**src/rtl/multi_packet_assembler.sv**
```systemverilog
// HDMI data-island packet assembler: serialises back-to-back packets (24-bit
// header + four 56-bit subpackets) into the 9-bit per-pixel TERC4 input
// stream, generating the BCH ECC bytes on the fly.
// Optional build macro MULTI_PACKET_ASSEMBLER_NULL_STATS_EN adds a saturating
// count of inserted null packets on output null_count.
module multi_packet_assembler #(
    parameter int MAX_PACKETS = 18,
    parameter int INDEX_WIDTH = 5
) (
    input  logic                   clk_pixel,
    input  logic                   reset,
    input  logic                   data_island_period,
    input  logic [23:0]            header,
    input  logic [3:0][55:0]       sub,
    input  logic                   packet_valid,
    output logic                   packet_ready,
    output logic [8:0]             packet_data,
    output logic                   data_valid,
    output logic                   packet_enable,
    output logic [INDEX_WIDTH-1:0] packet_index,
    output logic [INDEX_WIDTH-1:0] island_packets,
`ifdef MULTI_PACKET_ASSEMBLER_NULL_STATS_EN
    output logic [15:0]            null_count,
`endif
    output logic                   abort
);

    localparam logic [INDEX_WIDTH-1:0] MAX_IDX = INDEX_WIDTH'(MAX_PACKETS);

    logic [4:0]       counter;
    logic [23:0]      hdr_q;
    logic [3:0][55:0] sub_q;
    logic [7:0]       ecc_h;
    logic [3:0][7:0]  ecc_s;

    logic             first;
    logic             handshake;
    logic [23:0]      cur_hdr;
    logic [3:0][55:0] cur_sub;
    logic [7:0]       ecc_h_nxt;
    logic [3:0][7:0]  ecc_s_nxt;
    logic [8:0]       data_nxt;

    // One BCH step, bits fed in transmission order.
    function automatic logic [7:0] bch_step(input logic [7:0] p, input logic b);
        return (p >> 1) ^ ((p[0] ^ b) ? 8'h83 : 8'h00);
    endfunction

    assign first        = (counter == 5'd0);
    assign packet_ready = data_island_period && first && (packet_index < MAX_IDX);
    assign handshake    = packet_valid && packet_ready;

    // Bit selection and ECC update; at counter 0 the packet being latched is
    // used directly so the first pixel needs no extra cycle.
    always_comb begin
        logic [1:0] pair;
        logic [7:0] base;
        cur_hdr   = first ? (handshake ? header : 24'h0) : hdr_q;
        base      = first ? 8'h00 : ecc_h;
        ecc_h_nxt = ecc_h;
        data_nxt  = '0;
        if (counter < 5'd24) begin
            data_nxt[0] = cur_hdr[counter];
            ecc_h_nxt   = bch_step(base, cur_hdr[counter]);
        end else begin
            data_nxt[0] = ecc_h[counter[2:0]];
        end
        ecc_s_nxt = ecc_s;
        cur_sub   = '0;
        for (int k = 0; k < 4; k++) begin
            cur_sub[k] = first ? (handshake ? sub[k] : 56'h0) : sub_q[k];
            base       = first ? 8'h00 : ecc_s[k];
            if (counter < 5'd28) begin
                pair         = {cur_sub[k][{counter, 1'b1}], cur_sub[k][{counter, 1'b0}]};
                ecc_s_nxt[k] = bch_step(bch_step(base, pair[0]), pair[1]);
            end else begin
                pair = {ecc_s[k][{counter[1:0], 1'b1}], ecc_s[k][{counter[1:0], 1'b0}]};
            end
            data_nxt[2*k+1] = pair[0];
            data_nxt[2*k+2] = pair[1];
        end
    end

    // Sequencing, capture, ECC state and registered outputs.
    always_ff @(posedge clk_pixel or posedge reset) begin
        if (reset) begin
            counter        <= '0;
            packet_index   <= '0;
            island_packets <= '0;
            hdr_q          <= '0;
            sub_q          <= '0;
            ecc_h          <= '0;
            ecc_s          <= '0;
            packet_data    <= '0;
            data_valid     <= 1'b0;
            packet_enable  <= 1'b0;
            abort          <= 1'b0;
`ifdef MULTI_PACKET_ASSEMBLER_NULL_STATS_EN
            null_count     <= '0;
`endif
        end else begin
            data_valid    <= data_island_period;
            packet_enable <= data_island_period && first;
            abort         <= 1'b0;
            if (data_island_period) begin
                packet_data <= data_nxt;
                counter     <= counter + 5'd1;
                ecc_h       <= ecc_h_nxt;
                ecc_s       <= ecc_s_nxt;
                if (first) begin
                    hdr_q <= cur_hdr;
                    sub_q <= cur_sub;
`ifdef MULTI_PACKET_ASSEMBLER_NULL_STATS_EN
                    if (!handshake && null_count != 16'hFFFF)
                        null_count <= null_count + 16'd1;
`endif
                end
                if (counter == 5'd31 && packet_index < MAX_IDX)
                    packet_index <= packet_index + 1'b1;
            end else begin
                // A partial packet is dropped, never replayed.
                packet_data  <= '0;
                counter      <= '0;
                packet_index <= '0;
                ecc_h        <= '0;
                ecc_s        <= '0;
                if (data_valid) begin
                    island_packets <= packet_index;
                    abort          <= !first;
                end
            end
        end
    end

endmodule

```
**config.mk**
```make
export PLATFORM = sky130hd
export DESIGN_NAME = multi_packet_assembler
export DESIGN_NICKNAME = d
export VERILOG_FILES = /design/src/rtl/multi_packet_assembler.sv
export SDC_FILE = /design/constraint.sdc
export NUM_CORES = 1
export LEC_CHECK = 0
export ABC_AREA = 1
export BUFFER_PORTS_ARGS = -buffer_cell sky130_fd_sc_hd__buf_2
export CAP_MARGIN = 20
export CORE_MARGIN = 3
export CORE_UTILIZATION = 41
export CTS_CLUSTER_DIAMETER = 200
export DETAILED_ROUTE_END_ITERATION = 8
export GPL_TIMING_DRIVEN = 0
export PLACE_DENSITY_LB_ADDON = 0.1
export RECOVER_POWER = 100
export SETUP_SLACK_MARGIN = 0.3
export SLEW_MARGIN = 10
export SYNTH_ARGS = -nofsm -noshare
export SYNTH_HDL_FRONTEND = slang
export SYNTH_SLANG_ARGS = --single-unit
```
**constraint.sdc**
```tcl
create_clock -name clk_pixel -period 23.5 [get_ports clk_pixel]
set_input_delay 1.175 -clock clk_pixel [delete_from_list [all_inputs] [get_ports clk_pixel]]
set_output_delay 1.175 -clock clk_pixel [all_outputs]
set_load 0.02 [all_outputs]
```
# After elaboration in Yosys (flattened, before gate mapping)
# Index checks and enable logic that the tools add are counted.
# totals
mem_bits_rw,0
memories,0
latchBits,0
ff_bits,315
romBits,0
# classes
div_mod_pow,0
mux,78
shift,0
n_eq_ne,4
bitwise,19
n_reduce_logical,8
magnitude_cmp,9
add_sub_neg,2
mul,0
# op_table
operator,n
$mux W56,8
$mux W8,20
$xor A7 B8 Y8,9
$mux W24,2
$bmux W1 S5,9
$mux W32,1
$mux W1,21
$bmux W1 S2,8
$lt A5 B5 Y1 const B,3
$mux W5,3
$lt A6 B7 Y1 const B,2
$lt A3 B4 Y1 const B,3
$add A5 B1 Y5 const B,2
$mux W9,1
$xor A1 B1 Y1,9
$mux W2,4
$lt A5 B6 Y1 const B,1
$ne A2 B1 Y1 const B,3
$eq A5 B5 Y1 const B,1
$logic_not A5 Y1,1
$logic_and A1 B1 Y1,4
$reduce_and A2 Y1,2
$bmux W1 S3,1
$logic_not A1 Y1,1
$not A1 Y1,1

# Logic depth before layout (Yosys ltp)
# Gate-level depths: netlist of the first run.
# logic_depth
depth_word,16
depth_mapped,30
depth_no_buf,24

# Worst setup path before layout of the first run
# Ideal clock, no wire load.
# synth_timing
kind,register to output
startpoint,register counter[0]
endpoint,output packet_ready
slack_ps,19701
arrival_time_ps,2624
stages_incl_launch_ff,14
cell_sequence,dfrtp_1 buf_2 clkinv_1 buf_2 buf_2 buf_1 clkbuf_1 ha_1 inv_1 nor2_1 nand3_4 nor2_8 buf_4 buf_4
# synth_between
elab_chain_len,3
# synth_rtl
item,line_no,rtl
"start, declared",30,logic [4:0] counter;
"start signal, assigned",107,counter <= counter + 5'd1;
$logic_not A5 Y1,49,assign first = (counter == 5'd0);
$logic_and A1 B1 Y1 (2 in a row),50,assign packet_ready = data_island_period && first && (packet_index < MAX_IDX);
"end, declared",16,"output logic packet_ready,"
# No other way between the ends.

==> impl_metrics.env, run 1 <==
export IMPL_status="finished, violations left"
export IMPL_violations="DRC, capacitance limit, slew limit"
export IMPL_port_buffers=273
export IMPL_clock_skew_final_ns=0.0262
export IMPL_area_after_detailed_placement_um2=19100
export IMPL_number_of_synthesized_register_bits=315
export IMPL_worstMarginPinSlew_ns=5.59
export IMPL_crit_top_cell="sky130_fd_sc_hd__clkbuf_1"
export IMPL_layout_cells_non_filler=3214
export IMPL_dpl_hpwl_um=55600
export IMPL_finalWorstSetupSlack_ns=12.79
export IMPL_initial_antenna_violation_count=3
export IMPL_p_comb_frac=0.243
export IMPL_worst_r2r_setup_slack_ns=15.04
export IMPL_cts_hold_buf=0
export IMPL_worstRegToRegCells=27
export IMPL_switching_power_mw=0.577
export IMPL_top_level_ports=275
export IMPL_route_detailed_vias_per_inst=5.78
export IMPL_critical_path_reg2reg_startpoint="counter[1]$_DFF_PP0_"
export IMPL_routed_wl_um=78000
export IMPL_pnr_total_power_mw=1.68
export IMPL_cts_setup_buffers=0
export IMPL_crit_path_max_fanout=102
export IMPL_dp_slack_ns=16.69
export IMPL_first_iter_violations=2659
export IMPL_max_slew_margin_rel=-2.72
export IMPL_power_density_nw_per_um2=83.6
export IMPL_seq_power_share=0.397
export IMPL_timing_final_crit_period_ns=10.71
export IMPL_internal_power_mw=1.11
export IMPL_h_tree_depth=2
export IMPL_routed_via_count=18600
export IMPL_placement_rows=73
export IMPL_period_share=0.456
export IMPL_gp_congestion=0.955
export IMPL_drt_pass1_iter_count=9
export IMPL_die_area_um2=43900
export IMPL_critPathTopFamily="buffers and inverters"
export IMPL_clkTransAtPathRegs_ns=0.06
export IMPL_report_final_hold_viol_count=0
export IMPL_hold_path_startpoint="sub_q[36]$_DFFE_PP0P_"
export IMPL_vdd_ir_drop_max_mv=0.0433
export IMPL_hold_class="reg2reg"
export IMPL_number_of_enable_type_register_cells_in_the_synthesized_netlist=0
export IMPL_grt_pass1_vias=17800
export IMPL_drt_antenna_net_count=0
export IMPL_initial_utilization=0.421
export IMPL_final_hold_worst_slack_ns=0.482
export IMPL_final_area_um2=20100
export IMPL_num_antenna_cells=0
export IMPL_layout_drive_gt1_share=0.123
export IMPL_max_clock_path_buffers=3
export IMPL_worst_hold_path_endpoint="sub_q[36]$_DFFE_PP0P_"
export IMPL_rsz0062_at_grt="false"
export IMPL_distinct_cell_type_count_after_synthesis=37
export IMPL_post_route_drc=2
export IMPL_critical_path_reg2reg_endpoint="ecc_s[0]$_DFFE_PP0P_"
export IMPL_filler_cell_count=4153
export IMPL_grt_ovfl_total=0
export IMPL_crit_chain="clkbuf_1, clkinvlp_2, clkbuf_1, clkbuf_1"
export IMPL_critical_path_slowest_cell="sky130_fd_sc_hd__clkbuf_1"
export IMPL_timing_critical_path_slowest_cell_delay_ns=4.03
export IMPL_layout_core_utilization=0.498
export IMPL_fmax_mhz=93.3
export IMPL_yosysWarningCount=0
export IMPL_synth_seq_area_share=0.464
export IMPL_num_nets_final=2920
export IMPL_critPathBufInv=4
export IMPL_root_buffer="sky130_fd_sc_hd__clkbuf_16"
export IMPL_postSynthAreaPerCell_um2=7.23
export IMPL_timing_max_cap_violations=4
export IMPL_timing_critical_path_to_type="asynchronous set/reset pin"
export IMPL_grt_usage=0.349
export IMPL_timing_final_setup_violations=0
export IMPL_netlist_instances=2349
export IMPL_numClockSinks=315
export IMPL_grt_first_pass_wirelength_um=115000
export IMPL_postSynthNetCount=2605
export IMPL_crit_type="in2async"
export IMPL_maximum_number_of_pins_on_one_net_before_global_route_repair=103
export IMPL_finalMaxSlewViolations=322
export IMPL_wl_per_cell_um=24.3
export IMPL_numCtsBuffers=37
export IMPL_synthToLayoutAreaGrowth_pct=18.4
export IMPL_power_leakage_nw=10.3
export IMPL_postSynth_topFlopCell="sky130_fd_sc_hd__dfrtp_1"
export IMPL_startpoint="reset"
export IMPL_worstPathArrival_ns=10.49
export IMPL_dieWidth_um=210
export IMPL_post_synth_instance_area_um2=17000
export IMPL_clk_latency_ns=0.57
export IMPL_ys_async_sr_fraction=1.00
export IMPL_tns_setup_ns=0
export IMPL_cts_resized_gates=0
export IMPL_dp_cells=3150
export IMPL_hold_depth=2
export IMPL_tritoncts="yes"
export IMPL_dieHeight_um=210
export IMPL_coreArea_um2=40400
export IMPL_netSwitchingFraction=0.343
export IMPL_clockPowerShare=0.360
export IMPL_startpoint_type="primary input"
export IMPL_worst_endpoint_required_ns=23.27
-- worst register-to-register path, cell delays in order (launching register included) --
cell and delay [ns]:
sky130_fd_sc_hd__dfrtp_1 0.38, sky130_fd_sc_hd__clkbuf_1 0.37, sky130_fd_sc_hd__clkinv_1 0.33, sky130_fd_sc_hd__clkbuf_1 0.92, sky130_fd_sc_hd__clkbuf_1 0.61, sky130_fd_sc_hd__clkbuf_1 0.60, sky130_fd_sc_hd__ha_1 0.27, sky130_fd_sc_hd__inv_1 0.04
sky130_fd_sc_hd__nor2_1 0.23, sky130_fd_sc_hd__nand3_1 0.32, sky130_fd_sc_hd__nor2_1 0.63, sky130_fd_sc_hd__nand2_1 0.56, sky130_fd_sc_hd__clkinvlp_2 0.41, sky130_fd_sc_hd__clkbuf_1 0.36, sky130_fd_sc_hd__nand2_1 0.17, sky130_fd_sc_hd__nand2_1 0.12
sky130_fd_sc_hd__nand3_1 0.09, sky130_fd_sc_hd__nand3_1 0.13, sky130_fd_sc_hd__nand2_1 0.06, sky130_fd_sc_hd__o21ai_0 0.84, sky130_fd_sc_hd__nand2_1 0.25, sky130_fd_sc_hd__nand2_1 0.15, sky130_fd_sc_hd__nand2_1 0.12, sky130_fd_sc_hd__nand2_1 0.13
sky130_fd_sc_hd__nand2_1 0.10, sky130_fd_sc_hd__nand2_1 0.07, sky130_fd_sc_hd__nand3_1 0.07, sky130_fd_sc_hd__nand2_1 0.08
-- final cells by class --
| class | count | area [um2] | share of cell area |
|---|---|---|---|
| plain buffers | 164 | 648 | 0.0322 |
| flip-flops and latches | 315 | 7880 | 0.392 |
| clock buffers | 57 | 1110 | 0.0553 |
| inverters | 219 | 825 | 0.0410 |
| well taps | 525 | 657 | 0.0326 |
| clock inverters | 7 | 114 | 0.00566 |
| repair buffers | 276 | 1350 | 0.0669 |
| multi-input cells | 1651 | 7530 | 0.374 |
-- cell usage after synthesis, drive strengths merged, types with 3 or more instances --
cell type | count | area [um2]
nor3 | 3 | 15.0
nand2 | 773 | 2910
o21ai | 216 | 1080
a22oi | 8 | 60.1
clkbuf | 91 | 342
o32ai | 11 | 96.3
clkinv | 6 | 23.8
dfrtp | 315 | 7880
nand3 | 309 | 1560
o22ai | 25 | 156
o211ai | 24 | 180
nand3b | 3 | 22.5
ha | 4 | 50.1
xor2 | 3 | 26.3
nand4 | 10 | 62.6
a22o | 22 | 193
a21oi | 163 | 820
buf | 73 | 368
inv | 213 | 800
nor2 | 70 | 287
-- worst max path at each step --
| stage | end | slack (ns) | cells past startpoint |
|---|---|---|---|
| final | sub_q[52]$_DFFE_PP0P_ | 12.79 | 4 |
| after global routing | sub_q[114]$_DFFE_PP0P_ | 10.88 | 4 |
| after CTS | ecc_s[26]$_DFFE_PP0P_ | 16.69 | 15 |
| after detailed placement | ecc_s[18]$_DFFE_PP0P_ | 16.69 | 15 |
| after global placement | sub_q[36]$_DFFE_PP0P_ | 9.17 | 2 |
| after floorplan | abort$_DFF_PP0_ | 13.61 | 1 |
-- flip-flops by register name (all words and copies together), names as in the netlist, 5 cells and up --
name            cells
sub_q             224
ecc_s              32
hdr_q              24
island_packets      5
ecc_h               8
packet_data         9
packet_index        5
counter             5
-- placed cells by master, fill, tap and decap left out --
master | Yosys | final
sky130_fd_sc_hd__nand4_1 | 10 | 10
sky130_fd_sc_hd__inv_2 | 2 | 1
sky130_fd_sc_hd__o22ai_1 | 25 | 25
sky130_fd_sc_hd__buf_1 | 27 | 18
sky130_fd_sc_hd__inv_1 | 211 | 211
sky130_fd_sc_hd__a31oi_1 | 1 | 1
sky130_fd_sc_hd__dfrtp_1 | 315 | 315
sky130_fd_sc_hd__ha_1 | 4 | 4
sky130_fd_sc_hd__clkbuf_8 | 0 | 7
sky130_fd_sc_hd__o221ai_1 | 2 | 2
sky130_fd_sc_hd__a22oi_1 | 8 | 8
sky130_fd_sc_hd__nor2_4 | 1 | 1
sky130_fd_sc_hd__nor3_1 | 3 | 3
sky130_fd_sc_hd__clkbuf_1 | 91 | 159
sky130_fd_sc_hd__clkinvlp_2 | 0 | 2
sky130_fd_sc_hd__a221oi_1 | 1 | 1
sky130_fd_sc_hd__a21oi_1 | 162 | 162
sky130_fd_sc_hd__nand3b_1 | 3 | 3
sky130_fd_sc_hd__clkinv_2 | 1 | 3
sky130_fd_sc_hd__clkinv_1 | 5 | 5
sky130_fd_sc_hd__a22o_1 | 22 | 22
sky130_fd_sc_hd__o211ai_1 | 24 | 24
sky130_fd_sc_hd__clkbuf_16 | 0 | 39
sky130_fd_sc_hd__buf_2 | 36 | 274
sky130_fd_sc_hd__o32ai_1 | 11 | 11
sky130_fd_sc_hd__a211oi_1 | 2 | 2
sky130_fd_sc_hd__nand3_1 | 308 | 309
sky130_fd_sc_hd__inv_6 | 0 | 1
sky130_fd_sc_hd__o21ai_0 | 204 | 207
sky130_fd_sc_hd__o21ai_1 | 11 | 9
sky130_fd_sc_hd__a21oi_2 | 1 | 1
sky130_fd_sc_hd__nor2_1 | 68 | 69
sky130_fd_sc_hd__bufinv_16 | 0 | 3
sky130_fd_sc_hd__nand2_1 | 772 | 773
sky130_fd_sc_hd__nor4_1 | 1 | 1
sky130_fd_sc_hd__xor2_1 | 3 | 3
-- kinds of logic (layout without fill, tap and decap cells) --
logic type      count (synthesis)  in the layout  share of synthesized area
compound gates                475            475                      0.155
xor+xnor                        3              3                    0.00155
fa+ha+maj                       4              4                    0.00295
buf+inv                       383            723                     0.0902
flops                         315            315                      0.464
simple gates                 1169           1169                      0.286
-- metal layers --
metal / track usage / vias to the layer above / wire length, um
li1: - / 8302 / -
met1: 0.498 / 8771 / 31900
met2: 0.500 / 1259 / 32200
met3: 0.0864 / 233 / 9620
met4: 0.161 / 2 / 4310
met5: 0 / - / 7
-- power by group through the flow --
stage / Sequential [mW] / Clock, mW / Combinational (mW)
after global placement: 0.674 / 0 / 0.394
final: 0.669 / 0.605 / 0.409
after detailed placement: 0.675 / 0 / 0.401
after global routing: 0.677 / 0.630 / 0.448
after CTS: 0.666 / 0.607 / 0.403
after floorplan: 0.670 / 0 / 0.245
Power figures use the tool's default switching activity.
==> run 2, diff against run 1 <==
Settings changed: ABC_AREA 1 to 0.
Clock period 23.5 ns to 8.8 ns, I/O delays scaled along.
==> impl_metrics.env, run 2 <==
export IMPL_max_slew_margin_rel=-0.368
export IMPL_route_detailed_vias_per_inst=6.66
export IMPL_grt_first_pass_wirelength_um=103000
export IMPL_postSynthNetCount=1726
export IMPL_post_synth_instance_area_um2=16100
export IMPL_max_clock_path_buffers=3
export IMPL_placement_rows=71
export IMPL_synth_seq_area_share=0.489
export IMPL_ys_async_sr_fraction=1.00
export IMPL_grt_usage=0.339
export IMPL_maximum_number_of_pins_on_one_net_before_global_route_repair=38
export IMPL_critPathTopFamily="buffers and inverters"
export IMPL_number_of_synthesized_register_bits=315
export IMPL_first_iter_violations=2101
export IMPL_timing_critical_path_to_type="output port"
export IMPL_crit_chain="clkbuf_1, clkinv_1, clkbuf_1, clkbuf_1, ha_1, nor4b_4, buf_2, clkbuf_1, clkbuf_1, nand2_1, clkbuf_1, clkbuf_1, nor2_1, clkbuf_1"
export IMPL_layout_cells_most_common_list="sky130_fd_sc_hd__dfrtp_1 (315), sky130_fd_sc_hd__buf_2 (265), sky130_fd_sc_hd__a22o_1 (233)"
export IMPL_clkTransAtPathRegs_ns=0.06
export IMPL_power_density_nw_per_um2=234
export IMPL_period_share=0.949
export IMPL_hold_class="in2reg"
export IMPL_die_area_um2=41700
export IMPL_simple_gate_portion_of_the_synthesized_area=0.0889
export IMPL_yosysWarningCount=0
export IMPL_netlist_instances=1470
export IMPL_dieHeight_um=204
export IMPL_finalWorstSetupSlack_ns=0.446
export IMPL_startpoint_type="register"
export IMPL_finalMaxSlewViolations=275
export IMPL_largest_register_ff_count=224
export IMPL_numClockSinks=315
export IMPL_timing_final_setup_violations=0
export IMPL_dpl_hpwl_um=51000
export IMPL_crit_top_cell="sky130_fd_sc_hd__clkbuf_1"
export IMPL_routed_wl_um=71800
export IMPL_port_buffers=274
export IMPL_initial_utilization=0.422
export IMPL_synthToLayoutAreaGrowth_pct=19.8
export IMPL_worstMarginPinSlew_ns=2.05
export IMPL_crit_type="reg2out"
export IMPL_cts_setup_buffers=0
export IMPL_synth_area_top_cells="sky130_fd_sc_hd__dfrtp_1 (49%), sky130_fd_sc_hd__a22o_1 (13%), sky130_fd_sc_hd__mux4_2 (3.2%)"
export IMPL_final_common_cell="sky130_fd_sc_hd__dfrtp_1"
export IMPL_regMostFlops="sub_q"
export IMPL_layout_core_utilization=0.505
export IMPL_dieWidth_um=204
export IMPL_drt_antenna_net_count=0
export IMPL_report_final_hold_viol_count=0
export IMPL_gp_congestion=0.963
export IMPL_top_level_ports=275
export IMPL_wl_per_cell_um=30.8
export IMPL_vdd_ir_drop_max_mv=0.135
export IMPL_cts_hold_buf=2
export IMPL_worst_endpoint_required_ns=8.36
export IMPL_synth_most_common_cell="sky130_fd_sc_hd__dfrtp_1"
export IMPL_dp_slack_ns=1.66
export IMPL_timing_critical_path_slowest_cell_delay_ns=0.80
export IMPL_number_of_enable_type_register_cells_in_the_synthesized_netlist=0
export IMPL_fmax_mhz=120
export IMPL_critPathBufInv=10
export IMPL_violations="capacitance limit, slew limit"
export IMPL_compound_gate_fraction_of_synth_area=0.280
export IMPL_clock_skew_final_ns=0.0188
export IMPL_layout_drive_gt1_share=0.218
export IMPL_rsz0062_at_grt="false"
export IMPL_synthMuxAreaShare=0.0688
export IMPL_drt_pass1_iter_count=6
export IMPL_yosysTopAreaCell="sky130_fd_sc_hd__dfrtp_1"
export IMPL_critical_path_slowest_cell="sky130_fd_sc_hd__clkbuf_1"
export IMPL_coreArea_um2=38200
export IMPL_grt_ovfl_total=0
export IMPL_distinct_cell_type_count_after_synthesis=82
export IMPL_cts_resized_gates=0
export IMPL_synth_top_family_by_area="compound AO/OA/AOI/OAI gates"
export IMPL_h_tree_depth=2
export IMPL_root_buffer="sky130_fd_sc_hd__clkbuf_16"
export IMPL_power_leakage_nw=8.69
export IMPL_initial_antenna_violation_count=3
export IMPL_crit_path_max_fanout=10
export IMPL_timing_max_cap_violations=8
export IMPL_status="finished, violations left"
export IMPL_largestRegisters="sub_q (224), ecc_s (32), hdr_q (24)"
export IMPL_clk_latency_ns=0.56
export IMPL_worstPathArrival_ns=7.91
export IMPL_routed_via_count=15500
export IMPL_post_synth_xor_area_fraction=0.0219
export IMPL_pnr_total_power_mw=4.51
export IMPL_postSynthAreaPerCell_um2=11.0
export IMPL_synth_adder_area_share=0.00311
export IMPL_synthTopCellsByCount="sky130_fd_sc_hd__dfrtp_1 (315), sky130_fd_sc_hd__a22o_1 (233), sky130_fd_sc_hd__nand2_1 (112)"
export IMPL_postSynth_topFlopCell="sky130_fd_sc_hd__dfrtp_1"
export IMPL_tns_setup_ns=0
export IMPL_tritoncts="yes"
export IMPL_post_route_drc=0
export IMPL_yosysTopAreaCellShare=0.489
export IMPL_num_nets_final=2054
export IMPL_numCtsBuffers=38
export IMPL_final_hold_worst_slack_ns=0.0977
export IMPL_timing_final_crit_period_ns=8.35
export IMPL_grt_pass1_vias=15200
-- run 2: cell type report --
class / count / area, um2
Sequential cell: 315 / 7880
Tap cell: 511 / 639
Fill cell: 3598 / 18900
Buffer: 151 / 694
Antenna cell: 1 / 2.50
Multi-Input combinational cell: 992 / 7420
Timing Repair Buffer: 288 / 1440
Clock buffer: 61 / 1160
Clock inverter: 4 / 22.5
Inverter: 12 / 46.3
-- run 2: metrics by stage --
stage | cell area (um2) | instances
final | 19300 | 2335
after global placement | 18100 | 2255
after global routing | 19300 | 2334
after CTS | 19600 | 2333
after floorplan | 16100 | 1470
after detailed placement | 18400 | 2266
-- run 2: kinds of logic after synthesis --
group	count (synthesis)
AOI/OAI and AO/OA	575
xor gates and xnor gates	37
adders and majority gates	4
buffers and inverters	163
DFF	315
muxes	80
and+or+nand+nor	296
-- run 2: routing by layer --
metal,part of all wire,GRT usage,routed length [um]
met5,0.00053,0.00595,38
met4,0.057,0.164,4120
met3,0.13,0.104,9350
met2,0.42,0.486,29900
met1,0.40,0.466,28500
-- run 2: where the power goes --
group	internal, mW	switching (mW)	leakage [nW]
Combinational	0.466	0.662	3.96
Sequential	1.69	0.162	4.15
Clock	0.899	0.639	0.577
-- run 2: path summary, 6_finish.rpt --
path / slack, ns / depth (start not counted) / endpoint / start
setup / recovery: 0.45 / 14 / packet_ready / counter[0]$_DFF_PP0_
min in group asynchronous: 0.30 / 3 / sub_q[26]$_DFFE_PP0P_ / reset
hold / removal: 0.1 / 2 / sub_q[47]$_DFFE_PP0P_ / sub[47]
setup reg to reg: 0.80 / 18 / ecc_s[31]$_DFFE_PP0P_ / counter[0]$_DFF_PP0_
max in group asynchronous: 1.83 / 7 / ecc_s[28]$_DFFE_PP0P_ / reset
hold reg to reg: 0.47 / 2 / hdr_q[13]$_DFFE_PP0P_ / hdr_q[13]$_DFFE_PP0P_
-- run 2: worst register-to-register path: stages (launching register included) --
cell                        delay, ns
sky130_fd_sc_hd__dfrtp_1         0.39
sky130_fd_sc_hd__clkbuf_1        0.70
sky130_fd_sc_hd__clkinv_1        0.56
sky130_fd_sc_hd__clkbuf_1        0.46
sky130_fd_sc_hd__clkbuf_1        0.53
sky130_fd_sc_hd__ha_1            0.49
sky130_fd_sc_hd__or4b_1          0.26
sky130_fd_sc_hd__clkbuf_1        0.54
sky130_fd_sc_hd__clkbuf_1        0.58
sky130_fd_sc_hd__clkbuf_1        0.69
sky130_fd_sc_hd__clkbuf_1        0.87
sky130_fd_sc_hd__nand2_1         0.11
sky130_fd_sc_hd__nand2_1         0.10
sky130_fd_sc_hd__a31oi_1         0.05
sky130_fd_sc_hd__nor4_1          0.21
sky130_fd_sc_hd__a2111oi_0       0.16
sky130_fd_sc_hd__nor2_1          0.75
sky130_fd_sc_hd__mux2i_1         0.18
sky130_fd_sc_hd__a311oi_1        0.27
